### config.mk
export PLATFORM = sky130hd
export DESIGN_NAME = scan_point_timestamper
export DESIGN_NICKNAME = d
export VERILOG_FILES = /design/src/rtl/motion_pkg.sv /design/src/rtl/scan_point_timestamper_pipe_stage.sv /design/src/rtl/scan_point_timestamper.sv
export SDC_FILE = /design/constraint.sdc
export NUM_CORES = 1
export LEC_CHECK = 0
export ABC_AREA = 1
export ABC_CLOCK_PERIOD_IN_PS = 5500
export CAP_MARGIN = 20
export CORE_ASPECT_RATIO = 1.1
export CORE_UTILIZATION = 44
export CTS_BUF_LIST = sky130_fd_sc_hd__clkbuf_4
export DETAILED_ROUTE_END_ITERATION = 12
export MAX_ROUTING_LAYER = met4
export PLACE_DENSITY = 0.69
export SLEW_MARGIN = 20
export SYNTH_ARGS = -nofsm -noshare
export SYNTH_HDL_FRONTEND = slang
export SYNTH_SLANG_ARGS = --single-unit
### constraint.sdc
create_clock -name clk -period 5.5 [get_ports clk]
set_input_delay 1.1 -clock clk [delete_from_list [all_inputs] [get_ports clk]]
set_output_delay 1.1 -clock clk [all_outputs]
set_load 0.01 [all_outputs]
### src/rtl/motion_pkg.sv
// motion_pkg
// Shared types and helpers for the LiDAR motion-correction datapath.
// Holds the Q16.16 word and timestamp typedefs, the point struct that the
// timestamper hands to top_motion_corrector, and the tick-to-seconds
// reciprocal used to turn tick deltas into Q16.16 seconds.
`timescale 1ns/1ps
package motion_pkg;

    localparam int WP        = 32;
    localparam int TSW       = 32;
    localparam int FRAC_BITS = 16;

    typedef logic signed [WP-1:0] q16_16_t;
    typedef logic [TSW-1:0]       ts_t;

    typedef struct packed {
        q16_16_t px;
        q16_16_t py;
        q16_16_t pz;
    } point_t;

    // floor(2^32 / tick_hz): seconds-per-tick as an unsigned Q0.32 fraction.
    // Multiplying a tick count by this and dropping 16 bits gives Q16.16 seconds.
    function automatic logic [31:0] recip_q0_32(input longint unsigned tick_hz);
        logic [63:0] w_quot;
        w_quot = 64'h1_0000_0000 / 64'(tick_hz);
        return w_quot[31:0];
    endfunction

endpackage

### src/rtl/scan_point_timestamper_pipe_stage.sv
// pipe_stage
// Generic single-entry valid/ready register slice.
// Ports:
//   clk, rst_n          clock, asynchronous active-low reset
//   i_valid/o_ready     upstream handshake (o_ready: slot free or draining)
//   i_data              upstream payload, W bits
//   o_valid/i_ready     downstream handshake
//   o_data              registered payload, held while o_valid && !i_ready
`timescale 1ns/1ps
module pipe_stage #(
    parameter int W = 8
) (
    input  logic         clk,
    input  logic         rst_n,
    input  logic         i_valid,
    output logic         o_ready,
    input  logic [W-1:0] i_data,
    output logic         o_valid,
    input  logic         i_ready,
    output logic [W-1:0] o_data
);

    logic         r_valid;
    logic [W-1:0] r_data;

    // The slot can take new data when it is empty or its content leaves this cycle.
    assign o_ready = !r_valid || i_ready;
    assign o_valid = r_valid;
    assign o_data  = r_data;

    always_ff @(posedge clk or negedge rst_n) begin
        if (!rst_n) begin
            r_valid <= 1'b0;
            r_data  <= '0;
        end else if (o_ready) begin
            r_valid <= i_valid;
            if (i_valid) begin
                r_data <= i_data;
            end
        end
    end

endmodule

### src/rtl/scan_point_timestamper.sv
// scan_point_timestamper
// Converts raw LiDAR point beats (Q16.16 xyz + tick timestamp) into
// (px, py, pz, dt) for the motion corrector. dt is the time since the most
// recent start-of-frame point, in Q16.16 seconds, clamped to MAX_DT_TICKS.
// Also measures the scan period between consecutive start-of-frame points.
// Ports:
//   clk, rst_n                        clock, asynchronous active-low reset
//   s_valid/s_ready                   input handshake
//   s_px/s_py/s_pz, s_ts, s_sof       input point, timestamp, first-of-scan flag
//   m_valid/m_ready                   output handshake
//   m_px/m_py/m_pz, m_dt, m_sof, m_sat output point, dt (Q16.16 s), sof, clamp flag
//   period_ticks, period_valid        last scan period and its one-cycle update pulse
//   drop_cnt                          saturating count of points seen before any sof
`timescale 1ns/1ps
module scan_point_timestamper
    import motion_pkg::*;
#(
    parameter int WP           = 32,
    parameter int TSW          = 32,
    parameter int TICK_HZ      = 1000000,
    parameter int MAX_DT_TICKS = 250000,
    parameter int DROPW        = 16
) (
    input  logic             clk,
    input  logic             rst_n,
    input  logic             s_valid,
    output logic             s_ready,
    input  logic [WP-1:0]    s_px,
    input  logic [WP-1:0]    s_py,
    input  logic [WP-1:0]    s_pz,
    input  logic [TSW-1:0]   s_ts,
    input  logic             s_sof,
    output logic             m_valid,
    input  logic             m_ready,
    output logic [WP-1:0]    m_px,
    output logic [WP-1:0]    m_py,
    output logic [WP-1:0]    m_pz,
    output logic [WP-1:0]    m_dt,
    output logic             m_sof,
    output logic             m_sat,
    output logic [TSW-1:0]   period_ticks,
    output logic             period_valid,
    output logic [DROPW-1:0] drop_cnt
);

    localparam logic [63:0]    RECIP  = 64'(recip_q0_32(longint'(TICK_HZ)));
    localparam logic [TSW-1:0] MAX_DT = TSW'(MAX_DT_TICKS);
    localparam int S1W = 3*WP + TSW + 2;
    localparam int S2W = 4*WP + 2;

    logic             r_live;
    logic [TSW-1:0]   r_base_ts;
    logic             r_have_base;
    logic [TSW-1:0]   r_period;
    logic             r_period_valid;
    logic [DROPW-1:0] r_drop;

    logic             w_s1_in_valid;
    logic             w_s1_ready;
    logic             w_accept;
    logic [TSW-1:0]   w_raw_delta;
    logic [TSW-1:0]   w_delta;
    logic             w_sat;
    logic [S1W-1:0]   w_s1_in;
    logic             w_s1_valid;
    logic [S1W-1:0]   w_s1_data;
    logic             w_s2_ready;

    logic [WP-1:0]    w_s1_px;
    logic [WP-1:0]    w_s1_py;
    logic [WP-1:0]    w_s1_pz;
    logic [TSW-1:0]   w_s1_delta;
    logic             w_s1_sof;
    logic             w_s1_sat;
    logic [63:0]      w_prod;
    logic [WP-1:0]    w_dt;
    logic [S2W-1:0]   w_s2_in;
    logic [S2W-1:0]   w_s2_data;

    // Holds s_ready low while in reset and for the first edge after it.
    always_ff @(posedge clk or negedge rst_n) begin
        if (!rst_n) begin
            r_live <= 1'b0;
        end else begin
            r_live <= 1'b1;
        end
    end

    assign s_ready  = r_live && w_s1_ready;
    assign w_accept = s_valid && s_ready;

    // Points arriving before the first sof are consumed but never enter the pipe.
    assign w_s1_in_valid = s_valid && r_live && (s_sof || r_have_base);

    // Unsigned subtraction absorbs timestamp wrap-around.
    assign w_raw_delta = s_ts - r_base_ts;

    always_comb begin
        w_delta = w_raw_delta;
        w_sat   = 1'b0;
        if (s_sof) begin
            w_delta = '0;
        end else if (w_raw_delta > MAX_DT) begin
            w_delta = MAX_DT;
            w_sat   = 1'b1;
        end
    end

    // Scan base, period measurement and pre-sof drop counting.
    always_ff @(posedge clk or negedge rst_n) begin
        if (!rst_n) begin
            r_base_ts      <= '0;
            r_have_base    <= 1'b0;
            r_period       <= '0;
            r_period_valid <= 1'b0;
            r_drop         <= '0;
        end else begin
            r_period_valid <= 1'b0;
            if (w_accept) begin
                if (s_sof) begin
                    if (r_have_base) begin
                        r_period       <= s_ts - r_base_ts;
                        r_period_valid <= 1'b1;
                    end
                    r_base_ts   <= s_ts;
                    r_have_base <= 1'b1;
                end else if (!r_have_base && (r_drop != '1)) begin
                    r_drop <= r_drop + 1'b1;
                end
            end
        end
    end

    assign w_s1_in = {s_px, s_py, s_pz, w_delta, s_sof, w_sat};

    pipe_stage #(.W(S1W)) u_stage1 (
        .clk     (clk),
        .rst_n   (rst_n),
        .i_valid (w_s1_in_valid),
        .o_ready (w_s1_ready),
        .i_data  (w_s1_in),
        .o_valid (w_s1_valid),
        .i_ready (w_s2_ready),
        .o_data  (w_s1_data)
    );

    assign {w_s1_px, w_s1_py, w_s1_pz, w_s1_delta, w_s1_sof, w_s1_sat} = w_s1_data;

    // Ticks to Q16.16 seconds; the product fits well below 2^(WP+16) for any
    // legal clamp, so truncating after the shift loses nothing.
    assign w_prod = 64'(w_s1_delta) * RECIP;
    assign w_dt   = WP'(w_prod >> FRAC_BITS);

    assign w_s2_in = {w_s1_px, w_s1_py, w_s1_pz, w_dt, w_s1_sof, w_s1_sat};

    pipe_stage #(.W(S2W)) u_stage2 (
        .clk     (clk),
        .rst_n   (rst_n),
        .i_valid (w_s1_valid),
        .o_ready (w_s2_ready),
        .i_data  (w_s2_in),
        .o_valid (m_valid),
        .i_ready (m_ready),
        .o_data  (w_s2_data)
    );

    assign {m_px, m_py, m_pz, m_dt, m_sof, m_sat} = w_s2_data;

    assign period_ticks = r_period;
    assign period_valid = r_period_valid;
    assign drop_cnt     = r_drop;

endmodule

* Word level (Yosys, flattened, before mapping) *
Index checks and enable logic that the tools add are counted.

word-level totals
  flip-flop bits (word level) = 342
  bits in latches = 0
  bits in writable memories = 0
  memory bits (read-only) = 0
  memories kept = 0

operators by class
  add/subtract/negate cells = 2
  $mul = 1
  div/mod/pow operators = 0
  $lt $le $gt $ge = 1
  equality and inequality tests = 1
  shift-type cells = 0
  mux-type cells = 7
  bitwise operators = 1
  reductions and logical operators = 16

operators with widths
  operator                                                          number
  two-way mux 32 bit                                                2
  multiplier 32 x 12 -> 44 bit (second input constant)              1
  greater-than comparator 32 x 18 -> 1 bit (second input constant)  1
  subtractor 32 bit                                                 1
  adder 16 x 1 -> 16 bit (second input constant)                    1
  inequality test 16 bit (second input constant)                    1
  AND reduction 2 bit                                               3
  AND reduction 3 bit                                               2
  logical AND 1 bit                                                 5
  two-way mux 1 bit                                                 5
  logical NOT 1 bit                                                 3
  logical OR 1 bit                                                  3
  NOT 1 bit                                                         1

* Longest topological paths before layout *
  word-level depth = 6
  mapped depth = 21
  gate-level depth less buffers = 21

* By module *
A second synthesis with hierarchy kept.

unflattened totals
  cell total of the unflattened synthesis = 2736
  area total of the unflattened synthesis = 21858.5 um^2

modules (own cells, without submodules)
  module                  times used  cells an instance  area each (um^2)  sequential area each (um^2)
  scan_point_timestamper  1           1600               11531.1           2077.0
  pipe_stage              2           568                5163.7            3278.1

* Worst setup path before layout *
OpenSTA, ideal clock, no wires.

  kind = register -> register
  from = register u_stage1.r_data[4] (netlist: u_stage1.o_data[4])
  to = register u_stage2.r_data[14] (netlist: u_stage2.o_data[14])
  setup time = 0.118 ns
  arrival time = 3.894 ns
  required time = 5.382 ns
  setup slack = 1.488 ns
  stages on the path, launching flop included = 18
  path buffers = 0
  period minus slack after synthesis = 4.012 ns
  cells stage by stage = dfrtp_1 > ha_1 > fa_1 > fa_1 > inv_1 > fa_1 > inv_1 > ha_1 > nand2_1 > inv_1 > a21oi_1 > a21boi_0 > nand2_1 > a21oi_1 > o21ai_0 > or2_2 > nand3_1 > nand2_1

on the way
  cells in the longest elaborated chain, start to end = 1

RTL lines
  element                       line                                     source
  start, declared               scan_point_timestamper_pipe_stage.sv:24  logic [W-1:0] r_data;
  start signal, assigned        scan_point_timestamper_pipe_stage.sv:38  r_data <= i_data;
  multiplier 32 x 12 -> 44 bit  scan_point_timestamper.sv:151            assign w_prod = 64'(w_s1_delta) * RECIP;
  end signal, assigned          scan_point_timestamper_pipe_stage.sv:38
  end, declared                 scan_point_timestamper_pipe_stage.sv:24

No other way between the ends.
A chain may end at the register's enable or synchronous reset.

* Final worst setup path *
  from = register u_stage1.r_data[11] (netlist: u_stage1.o_data[11])
  to = register u_stage2.r_data[17] (netlist: u_stage2.o_data[17])

Same word-level chain as after synthesis.

==> reports/qor.csv <==
stage,metric,value,unit
synth,Mean Syn Cell Area,7.96,um2
global_routing,vias in the first global route,18115,
clock_network,"Clk Latency, worst-skew pair",0.85,ns
die,Die ar.,0.0494,mm2
synth,Post-synth ARST share,100,%
timing,final setup TNS,0,ns
die,core area,0.0478,mm2
cells_and_area,"commonest non-fill, non-tap cell in the layout",nand2_1,
synth,"Primary FF master, synth",dfrtp_1,
setup_path,R2R Path Start,u_stage1.o_data[11]$_DFFE_PN0P_,
power,P_leak,13.9,nW
clock_network,Max Root-Sink Buffers,3,
synth,Syn Std Cell Area,0.0213,mm2
setup_path,CP peak stage delay,0.55,ns
global_routing,initial antenna violation count,5,
routing,Vias,18198,
clock_network,cts hold-fix bufs,0,
clock_network,CTS resizes,0,
hold_path,Hold Path Class,input port to async pin,
global_routing,Total GRT Usage,24.8,%
cells_and_area,final cell area excluding filler cells,0.0262,mm2
power,Peak VDD IR,248,uV
die,IO Count,314,
global_routing,largest net degree at the start of global routing,132,
placed_design,post-placement cell area,0.0251,mm2
timing,minimum clock period,4.86,ns
timing,Clock Skew,0.0548,ns
clock_network,Post-CTS Setup Inserts,0,
synth,Post-synth EDFFs,0,
synth,library cells used by synthesis,41,
setup_path,worst reg2reg path endpoint,u_stage2.o_data[17]$_DFFE_PN0P_,
timing,Slew Limit Fails,0,
routing,drt via density,4.87,
timing,final period utilization,88.4,%
timing,Slew headroom,29.2,%
setup_path,Setup crit start,u_stage1.o_data[11]$_DFFE_PN0P_,
timing,"Hold Vio Cnt, Final",0,
synth,sequential fraction of the synthesis area,40.1,%
cells_and_area,most frequent cells in the layout,"848 x nand2_1, 440 x inv_1, 342 x dfrtp_1",
setup_path,CP Data Arrival Time,5.63,ns
setup_path,Crit-path slowest cell,fa_1,
setup_path,worst-path cell chain,ha_1 > fa_1 > fa_1 > inv_1 > fa_1 > inv_1 > ha_1 > nand2_1 > nor2_1 > nand2_1 > nor4_1 > a21oi_1 > o21ai_0 > or2_2 > nand3_1 > nand2_1,
timing,Max Freq,206,MHz
setup_path,critical path required time,6.27,ns
die,Die H,233,um
power,pwr dens,330,mW/mm2
power,"Power, Total",8.65,mW
synth,Post-Syn Instances,2683,
setup_path,Max Fanout on Critical Path,6,
synth,Yosys reg bits,342,
routing,1st-iter DRT viols,1005,
setup_path,FF-to-FF path depth,16,
timing,RSZ-0062 raised after global routing,false,
timing,Worst Max-Slew Pin Slew,1.06,ns
setup_path,reg-to-reg setup timing slack,0.64,ns
routing,final wirelength,58500,um
routing,WL per Instance,15.7,um
clock_network,clk sinks,342,
cells_and_area,layout cells sized above 1,6.35,%
routing,Post-route DRC,0,
global_routing,first-pass GRT wire length,93100,um
die,# rows,84,
setup_path,crit path kind,flop to flop,
cells_and_area,post-layout util,54.8,%
global_routing,total gr overflow,0,
routing,drt pass-1 iters,5,
timing,Finish-stage setup viols,0,
die,Die Width,212,um
cells_and_area,area growth from synthesis to layout,22.7,%
routing,Detail Route Antenna Nets,0,
clock_network,total CTS buffers,91,
placed_design,Port Buffer Count,310,
clock_network,Clock H-tree levels,3,
synth,yosys warns,0,
status,outcome,finished clean,
clock_network,clk slew on worst S/H paths,0.06,ns
die,initial core utilization,44.6,%
clock_network,TritonCTS clock tree,built,
flow_run,MaxCap Viol Count,0,
setup_path,Worst setup EP type,flop,
cells_and_area,Total Nets Final,3417,
cells_and_area,fill cell count,4592,
placed_design,RD Place Congestion,1.05,
clock_network,clk root buf,clkbuf_4,
setup_path,Critical Path Source Type,flop,
placed_design,HPWL after DPL,45400,um
-- area by class of cell --
| type | instances | area (um2) | area share, % |
|---|---|---|---|
| multi-input combinational | 1823 | 10800 | 41.4 |
| sequential | 342 | 8560 | 32.7 |
| clock buffer | 130 | 976 | 3.73 |
| tap | 645 | 807 | 3.08 |
| antenna | 5 | 12.5 | 0.0478 |
| inverter | 450 | 1690 | 6.45 |
| clock inverter | 23 | 124 | 0.473 |
| timing repair buffer | 317 | 3190 | 12.2 |
-- critical path, delay by kind of cell, from the launching register on --
kind / cells / cell delay (ns)
AOI/OAI and AO/OA: 2 / 0.51
and+or+nand+nor: 7 / 1.41
DFF: 1 / 0.48
adders and majority gates: 5 / 2.30
buffers and inverters: 2 / 0.10
-- power breakdown --
part	internal, mW	total [mW]	switching [mW]
registers	2.99	3.27	0.279
logic	1.36	3.19	1.84
clock network	1.09	2.18	1.09
total	5.44	8.65	3.21
-- per-layer routing --
metal,global-route usage [%],share of wire [%],up-vias,routed length [um]
li1,-,-,9086,-
met1,29.0,42,8573,24500
met2,40.9,49,412,28800
met3,4.47,4.6,127,2710
met4,12.3,4.4,0,2550
met5,-,0,-,0
-- flip-flops by register name, indices dropped and copies added (netlist names) --
signal            flops
u_stage1.o_valid      1
u_stage2.o_valid      1
period_valid          1
u_stage1.o_data     130
period_ticks         32
r_base_ts            32
r_live                1
r_have_base           1
drop_cnt             16
u_stage2.o_data     127
-- through the flow --
stage / hold WS (ns) / instances / worst slack [ns]
after floorplan: 0.442 / 2685 / 1.49
after global placement: 0.449 / 3577 / 0.658
after detailed placement: 0.453 / 3577 / 0.598
after CTS: 0.229 / 3730 / 0.587
after global routing: 0.274 / 3735 / 0.301
final: 0.286 / 3735 / 0.641
-- worst max path at each step --
stage | to | slack, ns | depth (start not counted)
after floorplan | u_stage2.o_data[14]$_DFFE_PN0P_ | 1.49 | 17
after global placement | u_stage2.o_data[17]$_DFFE_PN0P_ | 0.66 | 16
after detailed placement | u_stage2.o_data[17]$_DFFE_PN0P_ | 0.60 | 16
after CTS | u_stage2.o_data[17]$_DFFE_PN0P_ | 0.59 | 16
after global routing | u_stage2.o_data[17]$_DFFE_PN0P_ | 0.30 | 16
final | u_stage2.o_data[17]$_DFFE_PN0P_ | 0.64 | 16
-- cell usage after synthesis, types with 4 or more instances --
cell type | n | area, um2
a21o_1 | 8 | 60.1
nand3b_1 | 15 | 113
o21ai_1 | 6 | 30.0
buf_4 | 4 | 30.0
nand3_1 | 78 | 390
xor2_1 | 16 | 140
nor3_1 | 13 | 65.1
dfrtp_1 | 342 | 8560
inv_2 | 10 | 37.5
o21ai_0 | 240 | 1200
clkbuf_1 | 61 | 229
inv_1 | 440 | 1650
fa_1 | 80 | 1600
o21bai_1 | 10 | 75.1
nand2_2 | 11 | 68.8
nand2_1 | 849 | 3190
nor2_1 | 148 | 556
nor2_4 | 4 | 45.0
a21boi_0 | 6 | 45.0
ha_1 | 179 | 2240
a21oi_1 | 60 | 300
or2_2 | 7 | 43.8
xnor2_1 | 16 | 140
nor4_1 | 5 | 31.3
nor2_2 | 7 | 43.8
a31oi_1 | 12 | 75.1
nand4_1 | 28 | 175
-- cell families after synthesis --
logic type / share of synthesized area (%)
compound gates: 8.74
xor+xnor: 1.31
fa+ha+maj: 18.0
buf+inv: 9.29
flops: 40.1
other cells: 0.0352
simple gates: 22.5
(Power assumes the default switching activity.)
